File: src/rtl/j1_wb_pkg.sv
// Shared definitions for the J1 data-bus to Wishbone bridge and the peripherals behind it.
// Holds the bridge state type, the error read-back pattern and Wishbone cycle-type codes.
package j1_wb_pkg;

    typedef enum logic [1:0] {
        IDLE = 2'd0,
        BUS  = 2'd1,
        RESP = 2'd2
    } bridge_state_t;

    // Read data returned to the core when an access ends in wb_err_i or timeout.
    localparam logic [63:0] ERR_DATA = '1;

    // Wishbone B4 cycle-type identifiers (CTI_O) and burst-type extensions (BTE_O).
    localparam logic [2:0] WB_CTI_CLASSIC = 3'b000;
    localparam logic [2:0] WB_CTI_CONST   = 3'b001;
    localparam logic [2:0] WB_CTI_INCR    = 3'b010;
    localparam logic [2:0] WB_CTI_EOB     = 3'b111;

    localparam logic [1:0] WB_BTE_LINEAR  = 2'b00;
    localparam logic [1:0] WB_BTE_WRAP4   = 2'b01;
    localparam logic [1:0] WB_BTE_WRAP8   = 2'b10;
    localparam logic [1:0] WB_BTE_WRAP16  = 2'b11;

    // A simultaneous re/we request is treated as a write.
    function automatic logic dbus_is_write(input logic re, input logic we);
        return we | (we & re);
    endfunction

    function automatic logic dbus_is_req(input logic re, input logic we);
        return re | we;
    endfunction

endpackage

File: src/rtl/j1_dbus_wb_bridge_timeout.sv
// Bus-cycle watchdog for the bridge: counts cycles spent waiting on a slave.
// o_expired flags the TIMEOUT-th counted cycle so the bridge never waits longer than TIMEOUT cycles.
module wb_timeout #(
    parameter int TW      = 8,
    parameter int TIMEOUT = 255
) (
    input  logic          clk,
    input  logic          reset,
    input  logic          i_clr,
    input  logic          i_en,
    output logic          o_expired,
    output logic [TW-1:0] o_count
);

    localparam logic [TW-1:0] LAST = TW'(TIMEOUT - 1);

    logic [TW-1:0] r_count;

    always_ff @(posedge clk) begin
        if (reset || i_clr) begin
            r_count <= '0;
        end else if (i_en && (r_count != '1)) begin
            r_count <= r_count + 1'b1;
        end
    end

    // r_count holds the cycles already completed, so the current one is the TIMEOUT-th at LAST.
    assign o_expired = i_en && (r_count == LAST);
    assign o_count   = r_count;

endmodule

File: src/rtl/j1_dbus_wb_bridge.sv
// Converts J1 dbus re/we strobes into single Wishbone B4 classic cycles, stalling the core
// until ack, err or timeout and then presenting read data and an error pulse for one cycle.
module j1_dbus_wb_bridge
    import j1_wb_pkg::*;
#(
    parameter int AW      = 16,
    parameter int DW      = 16,
    parameter int TIMEOUT = 255,
    parameter int TW      = 8
) (
    input  logic          clk,
    input  logic          reset,
    input  logic [AW-1:0] dbus_adr,
    input  logic [DW-1:0] dbus_dat_o,
    input  logic          dbus_re,
    input  logic          dbus_we,
    output logic [DW-1:0] dbus_dat_i,
    output logic          stall,
    output logic          bus_err,
    output logic          wb_cyc_o,
    output logic          wb_stb_o,
    output logic          wb_we_o,
    output logic [AW-1:0] wb_adr_o,
    output logic [DW-1:0] wb_dat_o,
    input  logic [DW-1:0] wb_dat_i,
    input  logic          wb_ack_i,
    input  logic          wb_err_i,
    output bridge_state_t o_dbg_state
);

    // Handshake: the core holds re/we while stall is high; a request is accepted on the
    // edge where the bridge is IDLE and re|we is high. Toward the slave, cyc/stb stay high
    // until the first edge with ack or err (or the watchdog), and that edge ends the cycle.

    bridge_state_t r_state;
    bridge_state_t w_state_nxt;

    logic [AW-1:0] r_adr;
    logic [DW-1:0] r_wdat;
    logic          r_we;
    logic [DW-1:0] r_rdata;
    logic          r_err;

    logic          w_req;
    logic          w_accept;
    logic          w_in_bus;
    logic          w_expired;
    logic [TW-1:0] w_count;

    assign w_req    = dbus_is_req(dbus_re, dbus_we);
    assign w_accept = (r_state == IDLE) && w_req;
    assign w_in_bus = (r_state == BUS);

    wb_timeout #(
        .TW      (TW),
        .TIMEOUT (TIMEOUT)
    ) u_timeout (
        .clk       (clk),
        .reset     (reset),
        .i_clr     (w_accept),
        .i_en      (w_in_bus),
        .o_expired (w_expired),
        .o_count   (w_count)
    );

    always_comb begin
        w_state_nxt = r_state;
        case (r_state)
            IDLE:    if (w_req) w_state_nxt = BUS;
            BUS:     if (wb_ack_i || wb_err_i || w_expired) w_state_nxt = RESP;
            RESP:    w_state_nxt = IDLE;
            default: w_state_nxt = IDLE;
        endcase
    end

    always_ff @(posedge clk) begin
        if (reset) begin
            r_state <= IDLE;
            r_adr   <= '0;
            r_wdat  <= '0;
            r_we    <= 1'b0;
            r_rdata <= '0;
            r_err   <= 1'b0;
        end else begin
            r_state <= w_state_nxt;
            if (w_accept) begin
                r_adr  <= dbus_adr;
                r_wdat <= dbus_dat_o;
                r_we   <= dbus_is_write(dbus_re, dbus_we);
                r_err  <= 1'b0;
            end else if (w_in_bus) begin
                // Ack beats err, err beats the watchdog; writes never touch r_rdata.
                if (wb_ack_i) begin
                    if (!r_we) r_rdata <= wb_dat_i;
                    r_err <= 1'b0;
                end else if (wb_err_i || w_expired) begin
                    if (!r_we) r_rdata <= ERR_DATA[DW-1:0];
                    r_err <= 1'b1;
                end
            end
        end
    end

    always_comb begin
        stall       = 1'b0;
        wb_cyc_o    = 1'b0;
        bus_err     = 1'b0;
        case (r_state)
            IDLE:    stall = w_req;
            BUS: begin
                stall    = 1'b1;
                wb_cyc_o = 1'b1;
            end
            RESP:    bus_err = r_err;
            default: stall = 1'b0;
        endcase
        wb_stb_o    = wb_cyc_o;
        wb_we_o     = r_we;
        wb_adr_o    = r_adr;
        wb_dat_o    = r_wdat;
        dbus_dat_i  = r_rdata;
        o_dbg_state = r_state;
    end

    logic w_unused;
    assign w_unused = ^w_count;

endmodule

File: config.mk
export PLATFORM = sky130hd
export DESIGN_NAME = j1_dbus_wb_bridge
export DESIGN_NICKNAME = d
export VERILOG_FILES = /design/src/rtl/j1_wb_pkg.sv /design/src/rtl/j1_dbus_wb_bridge_timeout.sv /design/src/rtl/j1_dbus_wb_bridge.sv
export SDC_FILE = /design/constraint.sdc
export NUM_CORES = 1
export LEC_CHECK = 0
export BUFFER_PORTS_ARGS = -buffer_cell sky130_fd_sc_hd__buf_2
export CAP_MARGIN = 30
export CORE_UTILIZATION = 40
export CTS_CLUSTER_SIZE = 28
export DETAILED_ROUTE_END_ITERATION = 12
export GPL_TIMING_DRIVEN = 0
export PLACE_DENSITY = 0.82
export SETUP_SLACK_MARGIN = 0.1
export SYNTH_ARGS = -nofsm -noshare
export SYNTH_HDL_FRONTEND = slang
export SYNTH_HIERARCHICAL = 1
export SYNTH_SLANG_ARGS = --single-unit
File: constraint.sdc
create_clock -name clk -period 1.85 [get_ports clk]
set_input_delay 0.37 -clock clk [delete_from_list [all_inputs] [get_ports clk]]
set_output_delay 0.37 -clock clk [all_outputs]
set_load 0.02 [all_outputs]
# ---- Word level (Yosys, flattened, before mapping)
# Cells that the tools add are included.
dict set report word_totals {
  wordCells 44
  regBits 60
  out_inout_bits 55
  in_bits 54
}
dict set report op_classes {
  reduce_logical 13
  add_sub_neg 1
  n_eq_ne 6
  bitwise_logic 5
  muxes 12
}
# op count
set ops {}
lappend ops {{$mux W16} 4}
lappend ops {{$add A8 B1 Y8 const B} 1}
lappend ops {{$eq A8 B8 Y1 const B} 1}
lappend ops {{$ne A8 B8 Y1 const B} 1}
lappend ops {{$logic_or A1 B1 Y1} 4}
lappend ops {{$mux W1} 4}
lappend ops {{$mux W2} 2}
lappend ops {{$ne A2 B2 Y1 const B} 2}
lappend ops {{$pmux W2 S2} 1}
lappend ops {{$reduce_and A2 Y1} 2}
lappend ops {{$reduce_and A4 Y1} 1}
lappend ops {{$logic_and A1 B1 Y1} 3}
lappend ops {{$eq A2 B1 Y1 const B} 1}
lappend ops {{$eq A2 B2 Y1 const B} 1}
lappend ops {{$logic_not A2 Y1} 1}
lappend ops {{$not A1 Y1} 2}
lappend ops {{$or A1 B1 Y1} 2}
lappend ops {{$pmux W1 S2} 1}
lappend ops {{$reduce_bool A2 Y1} 1}
lappend ops {{$reduce_or A2 Y1} 1}
lappend ops {{$and A1 B1 Y1} 1}

# ---- Longest topological paths before layout
# Gate-level depths: netlist (run 1).
dict set report logic_depth {
  ltp_word 5
  depth_mapped 9
  ltp_nobuf 7
}

# ---- Cells and area by module
# Netlist (run 1), hierarchy kept.
# mod n_inst cells_each seq_area_each_um2 area_each_um2
set modules_own_cells {}
lappend modules_own_cells {j1_dbus_wb_bridge 1 246 1041.0 2140.8}
lappend modules_own_cells {wb_timeout 1 51 160.2 459.2}

# ---- Worst setup path before layout (run 1)
# Ideal clock, no wire load.
dict set report synth_path {
  kind {register to register}
  from {register r_state[1] (netlist: o_dbg_state[1])}
  to {register r_rdata[10] (netlist: dbus_dat_i[10])}
  path_buffers 3
  period_less_slack_ns 1.961
  setup_slack_ns -0.111
  required_ns 1.714
  setup_ns 0.136
  stages_incl_launch_ff 10
  arrival_ns 1.825
  path_cell_list {dfxtp_1 buf_6 and2b_2 nand2_1 nor3_1 or3_1 buf_6 buf_12 a21oi_2 nor3_2}
}
dict set report synth_via {
  elab_chain_len 5
  word_cells_on_any_way 8
  cone_classes {eq/ne (1); bitwise (1); reduce/logical (6)}
}
# item line_no
set synth_rtl {}
lappend synth_rtl {{from (decl)} j1_dbus_wb_bridge.sv:35} ;# bridge_state_t r_state;
lappend synth_rtl {{from (signal assigned)} j1_dbus_wb_bridge.sv:85} ;# r_state <= w_state_nxt;
lappend synth_rtl {{$eq A2 B1 Y1} j1_dbus_wb_bridge.sv:52} ;# assign w_in_bus = (r_state == BUS);
lappend synth_rtl {{$logic_and A1 B1 Y1} j1_dbus_wb_bridge_timeout.sv:28} ;# assign o_expired = i_en && (r_count == LAST);
lappend synth_rtl {{via w_expired} j1_dbus_wb_bridge.sv:47} ;# logic w_expired;
lappend synth_rtl {{$logic_or A1 B1 Y1} j1_dbus_wb_bridge.sv:96} ;# end else if (wb_err_i || w_expired) begin
lappend synth_rtl {{$reduce_bool A2 Y1 (no source line)} --}
lappend synth_rtl {{$reduce_and A4 Y1 (no source line)} --}
lappend synth_rtl {{to (signal assigned)} j1_dbus_wb_bridge.sv:94} ;# if (!r_we) r_rdata <= wb_dat_i;
lappend synth_rtl {{to (signal assigned)} j1_dbus_wb_bridge.sv:97} ;# if (!r_we) r_rdata <= ERR_DATA[DW-1:0];
lappend synth_rtl {{to (decl)} j1_dbus_wb_bridge.sv:41} ;# logic [DW-1:0] r_rdata;
# The timed path passes the listed nets, and every way through them passes these cells.
# A chain may end at the register's enable or synchronous reset.

# ---- Worst setup path after layout (run 1)
dict set report layout_path {
  from {register r_state[1] (netlist: o_dbg_state[1])}
  to {register r_rdata[5] (netlist: dbus_dat_i[5])}
}
# The elaborated chain is that of the path after synthesis.

==> metrics, run 1 <==
Max Cap Viol 0; Psw 987 uW; worst-case clock buffer depth 2; largest net degree at the start of global routing 11; layout cells sized above 1 43.4%; DIE WIDTH 82.6 um; Layout Utilization 56.2%; wire length on met3 446 um; Filler Cell Count 611; worst-margin pin slew 0.602 ns; uppermost layer routed met4; Skew-Pair Late Insertion Delay 0.33 ns; endpoints failing setup 0; Clock power frac 32.0%; Clock Sinks 60; syn_nets 353; part of the power in registers 45.6%; CTS Buf Count 9; Routed Antenna Nets 0; Cell Area, Synth 0.00260 mm2; top_reg_cell synth dfxtp_1; pwr dens 894 mW/mm2; required time worst endpoint 2.05 ns; final hold violation count 0; Internal 2.19 mW; #FFs+latches synth 60; clk slew on worst S/H paths 0.07 ns; die area 0.00683 mm2; CTS tree done; Max Clk Rate 0.574 GHz; Critical Path Fanout Max 7; Synth-to-Final Area Change 36.5%; most frequent cells in the layout 116 x buf_2, 57 x dfxtp_1, 42 x a21oi_1, 34 x nand3_1, 27 x o21ai_0; I/O pin cnt 109; non-filler cells, final 506; GP Congestion 0.795; clk_skew 0.00933 ns; IO Port Bufs 108; DR iter-0 viols 82; Seq/Total Area, Yosys 46.2%; period utilization 94.2%; final slew viol count 0; crit start category register; initial core utilization 41.2%; synth warn 6; drt drc 0; remaining global-route overflow 0; initial antenna violation count 0; All-Layer GR Usage 20.5%; Pleak 1.58 nW; VDD IR max 0.000461 V; Antenna Cells 0; RSZ-0062 raised after global routing true; Sw Share 31.1%; CTS Root Cell clkbuf_8; met2 wire length 3480 um; crit path DAT 1.94 ns; dpl hpwl 4900 um; vias in the first global route 2,334; class of the most critical setup path register to register; Post-synth EDFFs 0; synthesized area per cell 8.75 um2; first-pass GRT wire length 10,500 um; Comb power frac 22.4%; WL final 7030 um; status complete, no violations; final net count 480; M1 WL 2960 um; Rel. slew slack 59.8%; Final min period 1.74 ns; Post-synth ARST share 0%; synth unique cells 38; hold crit path type input pin to register; Cell Rows 29; H-tree levels 3; Post-Syn Instances 297; DR pass1 iterations 4; Via Count 2,616; placed cells 482; Core Area 0.00631 mm2; Vias/cell 5.17; commonest non-fill, non-tap cell in the layout buf_2; routed len/inst 13.9 um; crit path capture type register; Die Y 82.6 um
-- path summary, 6_finish.rpt --
path | startpoint | to | slack, ns | depth (start not counted)
max | o_dbg_state[1]$_SDFFE_PP0P_ | dbus_dat_i[5]$_SDFFE_PP0P_ | 0.11 | 9
min | wb_dat_i[12] | dbus_dat_i[12]$_SDFFE_PP0P_ | 0.28 | 3
max reg2reg | o_dbg_state[1]$_SDFFE_PP0P_ | dbus_dat_i[5]$_SDFFE_PP0P_ | 0.11 | 9
min reg2reg | wb_adr_o[9]$_SDFFE_PP0P_ | wb_adr_o[9]$_SDFFE_PP0P_ | 0.47 | 2
-- per-stage QoR --
stage                     setup slack (ns)  TNS [ns]  hold WS (ns)  total power, mW  instance area, um2
after CTS                           0.0929         0         0.264             3.18                3440
final                                0.107         0         0.277             3.17                3550
after global routing                0.0771         0         0.271             3.35                3550
after detailed placement           -0.0593   -0.0593         0.466             2.15                3250
after global placement             -0.0572   -0.0572         0.458             2.13                3250
after floorplan                     0.0968         0         0.466             1.91                2610
-- area by class of cell --
cell class	count	area [um2]	area share (%)
Multi-Input combinational cell	206	1270	35.9
Sequential cell	60	1210	34.1
Timing Repair Buffer	117	626	17.6
Buffer	26	160	4.51
Clock buffer	11	141	3.98
Tap cell	77	96.3	2.71
Clock inverter	5	26.3	0.740
Inverter	4	15.0	0.423
-- power groups by stage --
stage                     logic [mW]  clock network (mW)  registers [mW]
after floorplan                0.325                   0            1.59
after global placement         0.659                   0            1.47
after detailed placement       0.678                   0            1.47
after CTS                      0.688                1.05            1.45
after global routing           0.778                1.11            1.46
final                          0.711                1.02            1.45
-- timing repair --
action,in CTS,in global routing
hold endpoints to repair,0,0
setup buffers,2,6
endpoints found under the setup margin,13,13
pin swaps,0,4
resized for setup,4,10
hold buffers,0,0
cloned,0,1
-- flip-flops by register name, indices dropped and copies added, names as in the netlist --
signal             count
wb_we_o                1
wb_dat_o              16
dbus_dat_i            16
o_dbg_state            2
u_timeout/o_count      8
wb_adr_o              16
r_err                  1
-- per-layer routing --
layer  global-route usage, %  vias up
met4                    10.5        0
met3                    7.25       15
met5                       0        -
met1                    24.1     1216
li1                        -     1310
met2                    32.9       75
-- worst max-delay path: stages, from the launching register on --
cell and delay [ns]:
dfxtp_4 0.35, buf_6 0.10, and2b_4 0.21, nand2_4 0.07, nor3_4 0.05, or3_1 0.33
buf_6 0.15, clkbuf_16 0.16, a21oi_2 0.14, nor3_2 0.06
-- cell usage after synthesis (2+ instances only) --
cell | number | area, um2
nor3_2 | 10 | 100
buf_2 | 9 | 45.0
nor3_1 | 9 | 45.0
o21ai_1 | 8 | 40.0
a21oi_1 | 42 | 210
and4_4 | 2 | 22.5
a211oi_1 | 4 | 30.0
dfxtp_1 | 60 | 1200
nor2_1 | 24 | 90.1
buf_6 | 2 | 22.5
a31oi_1 | 2 | 12.5
nand3_2 | 2 | 20.0
nand4_1 | 2 | 12.5
clkbuf_2 | 2 | 10.0
or3_1 | 3 | 18.8
a21oi_2 | 10 | 87.6
inv_1 | 4 | 15.0
nand3_1 | 34 | 170
ha_1 | 2 | 25.0
or2_2 | 3 | 18.8
o21ai_0 | 27 | 135
nand2_1 | 8 | 30.0
clkbuf_1 | 11 | 41.3
mux2i_1 | 3 | 30.0
-- cell families (layout without fill, tap and decap cells) --
family / count (synthesis) / after routing / share of synthesized area [%]
AOI/OAI and AO/OA: 97 / 97 / 22.1
adders and majority gates: 2 / 2 / 0.962
buffers and inverters: 31 / 163 / 6.79
DFF: 60 / 60 / 46.2
muxes: 3 / 3 / 1.16
and+or+nand+nor: 104 / 104 / 22.8
Note: power is estimated with default switching activity, not from simulation.
==> inputs of run 2 (changes only) <==
--- a/config.mk
+++ b/config.mk
@@ -12,6 +12,7 @@
 export DETAILED_ROUTE_END_ITERATION = 12
 export GPL_TIMING_DRIVEN = 0
 export PLACE_DENSITY = 0.82
+export RECOVER_POWER = 100
 export SETUP_SLACK_MARGIN = 0.1
 export SYNTH_ARGS = -nofsm -noshare
 export SYNTH_HDL_FRONTEND = slang
==> metrics, run 2 (synthesis results as in run 1) <==
status complete, no violations; Skew-Pair Late Insertion Delay 0.34 ns (about the same); most frequent cells in the layout 67 x clkbuf_1, 61 x buf_2, 58 x dfxtp_1, 42 x a21oi_1, 35 x nand3_1; Final min period 1.77 ns (+0.0287 ns); GP Congestion 0.795 (unchanged); crit path capture type register; DR pass1 iterations 4 (unchanged); Antenna Cells 0 (unchanged); dpl hpwl 4900 um (unchanged); All-Layer GR Usage 20.5% (unchanged); clk_skew 0.0103 ns (+0.000949 ns); initial core utilization 41.2% (unchanged); remaining global-route overflow 0 (unchanged); reg-to-reg endpoint dbus_dat_i[5]$_SDFFE_PP0P_; dpl ws -0.0593 ns (unchanged); Max Clk Rate 0.565 GHz (-1.6%); Die Y 82.6 um (unchanged); Layout Utilization 54.7% (-1.5 points); RR Startpoint o_dbg_state[1]$_SDFFE_PP0P_; Final WS setup 0.0788 ns (-0.0287 ns); final slew viol count 0 (unchanged); Clock Sinks 60 (unchanged); largest net degree at the start of global routing 11 (unchanged); reg2reg path depth 9 (unchanged); vias in the first global route 2,334 (unchanged); crit-path max cell delay 0.35 ns (about the same); critical path's slowest cell dfxtp_1; final net count 480 (unchanged); I/O pin cnt 109 (unchanged); Pleak 1.37 nW (-14%); worst setup path end dbus_dat_i[5]$_SDFFE_PP0P_; Critical Path Fanout Max 7 (unchanged); Filler Cell Count 643 (+5.2%); WL final 7150 um (+1.8%); non-filler cells, final 506 (unchanged); Worst Hold Path Cells 3 (unchanged); class of the most critical setup path register to register; period utilization 95.7% (+1.6 points); Synth-to-Final Area Change 32.9%; IO Port Bufs 108 (unchanged); Multi-input gate area 0.00126 mm2 (-1.4%); Vias/cell 5.16 (-0.11%); crit start category register; DIE WIDTH 82.6 um (unchanged); Max Cap Viol 0 (unchanged); routed len/inst 14.1 um (+1.8%); DR iter-0 viols 89 (+8.5%); crit path DAT 1.97 ns (+0.03 ns); hold crit path type input pin to register; Rel. slew slack 58.7% (-1.1 points); R2R setup slack 0.08 ns (-0.03 ns); die area 0.00683 mm2 (unchanged); pwr dens 912 mW/mm2 (+2.0%); clk slew on worst S/H paths 0.07 ns (about the same); register area 0.00121 mm2 (-0.31%); Via Count 2,613 (-0.11%); first-pass GRT wire length 10,500 um (unchanged); CTS Buf Count 9 (unchanged); drt drc 0 (unchanged); CTS Root Cell clkbuf_8; design area 0.00346 mm2 (-2.6%); layout cells sized above 1 29.8% (-14 points); endpoints failing setup 0 (unchanged); worst-case clock buffer depth 2 (unchanged); Core Area 0.00631 mm2 (unchanged); Cell Chain, Critical Path buf_6 -> and2b_4 -> nand2_4 -> nor3_4 -> or3_1 -> buf_6 -> clkbuf_16 -> a21oi_2 -> nor3_2; required time worst endpoint 2.05 ns (about the same); worst-margin pin slew 0.619 ns (+0.0167 ns); VDD IR max 0.000460 V (-0.33%); H-tree levels 3 (unchanged); RSZ-0062 raised after global routing true; final hold violation count 0 (unchanged); DP Area 0.00325 mm2 (unchanged); commonest non-fill, non-tap cell in the layout clkbuf_1; placed cells 482 (unchanged); Cell Rows 29 (unchanged); CP dominant cell by count buf_6; Fin Setup TNS 0 ns (unchanged); worst setup path start o_dbg_state[1]$_SDFFE_PP0P_; Routed Antenna Nets 0 (unchanged); CTS tree done; initial antenna violation count 0 (unchanged)
run 2: final cells by class:
| cell class | instances | share of cell area (%) |
|---|---|---|
| multi-input combinational | 206 | 36.4 |
| sequential | 60 | 34.9 |
| timing repair buffer | 117 | 16.2 |
| buffer | 26 | 4.45 |
| clock buffer | 11 | 4.09 |
| tap | 77 | 2.79 |
| clock inverter | 5 | 0.760 |
| inverter | 4 | 0.434 |
run 2: worst min-delay path by stage:
| stage | startpoint | to | slack, ns |
|---|---|---|---|
| 3_3_place_gp | wb_dat_o[2]$_SDFFE_PP0P_ | wb_dat_o[2]$_SDFFE_PP0P_ | 0.46 |
| 3_5_place_dp | wb_adr_o[15]$_SDFFE_PP0P_ | wb_adr_o[15]$_SDFFE_PP0P_ | 0.47 |
| 2_1_floorplan | wb_ack_i | r_err$_SDFFE_PP0P_ | 0.47 |
| 4_1_cts | wb_ack_i | r_err$_SDFFE_PP0P_ | 0.26 |
| 6_report | wb_dat_i[12] | dbus_dat_i[12]$_SDFFE_PP0P_ | 0.28 |
| 5_1_grt | dbus_adr[3] | wb_adr_o[3]$_SDFFE_PP0P_ | 0.27 |
run 2: what timing repair did:
| item | in CTS | in global routing |
|---|---|---|
| setup buffers | 2 | 6 |
| endpoints found under the hold margin | 0 | 0 |
| hold buffers | 0 | 0 |
| cloned | 0 | 1 |
| pin swaps | 0 | 4 |
| endpoints found under the setup margin | 13 | 13 |
| resized for setup | 4 | 10 |
run 2: power breakdown:
group	switching, mW	internal [mW]	leakage [nW]
clock network	0.502	0.514	0.0932
registers	0.0604	1.39	0.494
logic	0.431	0.253	0.780
run 2: per-stage QoR:
stage | power [mW] | hold WS, ns
floorplan | 1.91 | 0.466
CTS | 3.18 | 0.264
detailed placement | 2.15 | 0.466
global placement | 2.13 | 0.458
finish | 3.15 | 0.276
global route | 3.32 | 0.271
run 2: worst max-delay path, delay by kind of cell, from the launching register on:
kind	cells	cell delay (ns)
DFF	1	0.35
buffers and inverters	3	0.43
and+or+nand+nor	5	0.71
AOI/OAI and AO/OA	1	0.14
run 2: per-layer routing:
| layer | vias to the layer above | GRT usage, % | part of all wire [%] |
|---|---|---|---|
| met4 | 0 | 10.5 | 1.8 |
| met2 | 82 | 32.9 | 48 |
| met5 | - | 0 | 0 |
| met3 | 13 | 7.25 | 6.6 |
| met1 | 1207 | 24.1 | 44 |
| li1 | 1311 | - | - |
==> inputs of run 3 (changes only) <==
--- a/config.mk
+++ b/config.mk
@@ -11,7 +11,7 @@
 export CTS_CLUSTER_SIZE = 28
 export DETAILED_ROUTE_END_ITERATION = 12
 export GPL_TIMING_DRIVEN = 0
-export PLACE_DENSITY = 0.82
+export PLACE_DENSITY = 0.8
 export RECOVER_POWER = 100
 export SETUP_SLACK_MARGIN = 0.1
 export SYNTH_ARGS = -nofsm -noshare
==> constraint.sdc (replaced) <==
create_clock -name clk -period 2.2 [get_ports clk]
set_input_delay 0.44 -clock clk [delete_from_list [all_inputs] [get_ports clk]]
set_output_delay 0.44 -clock clk [all_outputs]
set_load 0.02 [all_outputs]
==> metrics, run 3 (synthesis results as in run 1) <==
status complete, no violations; Fin Setup TNS 0 ns (unchanged); final hold violation count 0 (unchanged); Critical Path Fanout Max 13 (+6); Final min period 1.95 ns (+0.182 ns); crit path capture type register; final net count 471 (-1.9%); Antenna Cells 0 (unchanged); GRT met2 Usage 32.0% (-0.91 points); CTS tree done; Max Cap Viol 0 (unchanged); hold slack 0.344 ns (+0.0675 ns); H-tree levels 3 (unchanged); GRT met1 Usage 24.5% (+0.44 points); RSZ-0062 raised after global routing false; WL final 6820 um (-4.7%); crit start category register; initial core utilization 41.2% (unchanged); Die Y 82.6 um (unchanged); GR met3 Demand/Resource 4.62% (-2.6 points); required time worst endpoint 2.39 ns (+0.34 ns); worst-margin pin slew 0.557 ns (-0.0621 ns); layout cells sized above 1 24.0% (-5.8 points); Vias/cell 5.16 (about the same); Via Count 2,567 (-1.8%); post-CTS setup repair buffer count 0 (-2); routed len/inst 13.7 um (-2.9%); commonest non-fill, non-tap cell in the layout clkbuf_1; PostCTS Resize Cnt 0 (-4); dpl hpwl 4790 um (-2.3%); All-Layer GR Usage 19.8% (-0.70 points); Clock Sinks 60 (unchanged); R2R setup slack 0.25 ns (+0.17 ns); die area 0.00683 mm2 (unchanged); clk slew on worst S/H paths 0.07 ns (about the same); reg-to-reg endpoint dbus_dat_i[11]$_SDFFE_PP0P_; most frequent cells in the layout 70 x clkbuf_1, 60 x dfxtp_1, 58 x buf_2, 47 x a21oi_1, 34 x nand3_1; clk_skew 0.00840 ns (-0.00188 ns); CP dominant cell by count buf_6; worst setup path start o_dbg_state[1]$_SDFFE_PP0P_; Skew-Pair Late Insertion Delay 0.33 ns (about the same); reg2reg path depth 9 (unchanged); worst-case clock buffer depth 2 (unchanged); Total Power 2.72 mW (-14%); DIE WIDTH 82.6 um (unchanged); gr busiest metal met2; Synth-to-Final Area Change 27.1%; period utilization 88.8% (-6.9 points); first-pass GRT wire length 10,200 um (-2.6%); CTS Buf Count 9 (unchanged); remaining global-route overflow 0 (unchanged); crit-path max cell delay 0.35 ns (about the same); critical path's slowest cell dfxtp_1; DR iter-0 viols 87 (-2.2%); GP Congestion 0.803 (+0.94%); class of the most critical setup path register to register; IO Port Bufs 108 (unchanged); DR pass1 iterations 4 (unchanged); final slew viol count 0 (unchanged); CTS Hold Bufs 0 (unchanged); worst setup path end dbus_dat_i[11]$_SDFFE_PP0P_; Routed Antenna Nets 0 (unchanged); hold crit path type input pin to register; crit path DAT 2.15 ns (+0.18 ns); initial antenna violation count 0 (unchanged); VDD IR max 0.000467 V (+1.7%); Core Area 0.00631 mm2 (unchanged); Final WS setup 0.246 ns (+0.168 ns); drt drc 0 (unchanged); Cell Rows 29 (unchanged); CTS Root Cell clkbuf_8; largest net degree at the start of global routing 14 (+3); Rel. slew slack 62.7% (+4.0 points); pwr dens 823 mW/mm2 (-9.8%); Pleak 1.26 nW (-7.7%); Cell Chain, Critical Path buf_6 -> and2b_2 -> nand2_1 -> nor3_1 -> or3_1 -> buf_6 -> buf_12 -> a21oi_1 -> nor3_2; I/O pin cnt 109 (unchanged); RR Startpoint o_dbg_state[1]$_SDFFE_PP0P_; endpoints failing setup 0 (unchanged); dpl ws 0.142 ns (+0.202 ns); Max Clk Rate 0.512 GHz (-9.3%); vias in the first global route 2,197 (-5.9%)
==> run 3: changes by cell type in the layout (fill, tap and decap cells not counted), moves of 3 or more <==
cell      delta
buf_2        -3
a21oi_1      +5
clkbuf_1     +3
buf_4        -7
nor3_1       +5
a21oi_4      -4
nor3_2       -4
==> run 3: final cells by class <==
cell class | count | area, um2
Buffer | 26 | 153
Sequential cell | 60 | 1200
Multi-Input combinational cell | 206 | 1170
Inverter | 4 | 15.0
Clock inverter | 6 | 65.1
Clock buffer | 10 | 128
Timing Repair Buffer | 108 | 472
Tap cell | 77 | 96.3
Fill cell | 651 | 3010
==> run 3: power by group <==
group	internal [mW]	switching, mW
sequential	1.17	0.0485
combinational	0.183	0.342
clock	0.523	0.454
==> run 3: worst max-delay path: cells and delay by family (launching register included) <==
| family | cells | cell delay (ns) |
|---|---|---|
| and+or+nand+nor | 5 | 0.86 |
| DFF | 1 | 0.35 |
| AOI/OAI and AO/OA | 1 | 0.19 |
| buffers and inverters | 3 | 0.42 |
==> run 3: routing by layer <==
metal	routed length, um	up-vias
li1	-	1294
met1	3130	1185
met2	3160	81
met3	451	7
met4	74	0
met5	0	-
==> run 3: how the worst min path moves through the flow <==
stage | from | slack [ns] | depth (start not counted) | end
2_1_floorplan | u_timeout/o_count[7]$_SDFFE_PP0P_ | 0.48 | 1 | u_timeout/o_count[7]$_SDFFE_PP0P_
3_3_place_gp | wb_dat_o[1]$_SDFFE_PP0P_ | 0.46 | 2 | wb_dat_o[1]$_SDFFE_PP0P_
3_5_place_dp | wb_adr_o[2]$_SDFFE_PP0P_ | 0.47 | 2 | wb_adr_o[2]$_SDFFE_PP0P_
4_1_cts | wb_ack_i | 0.33 | 2 | r_err$_SDFFE_PP0P_
5_1_grt | wb_dat_i[7] | 0.34 | 3 | dbus_dat_i[7]$_SDFFE_PP0P_
6_report | wb_dat_i[5] | 0.34 | 3 | dbus_dat_i[5]$_SDFFE_PP0P_
==> run 3: through the flow <==
| step | instances | cell area, um2 | util, % |
|---|---|---|---|
| floorplan | 297 | 2600 | - |
| global placement | 482 | 3240 | 51.3 |
| detailed placement | 482 | 3240 | 51.3 |
| CTS | 498 | 3430 | 54.3 |
| global route | 497 | 3300 | 52.3 |
| finish | 497 | 3300 | 52.3 |
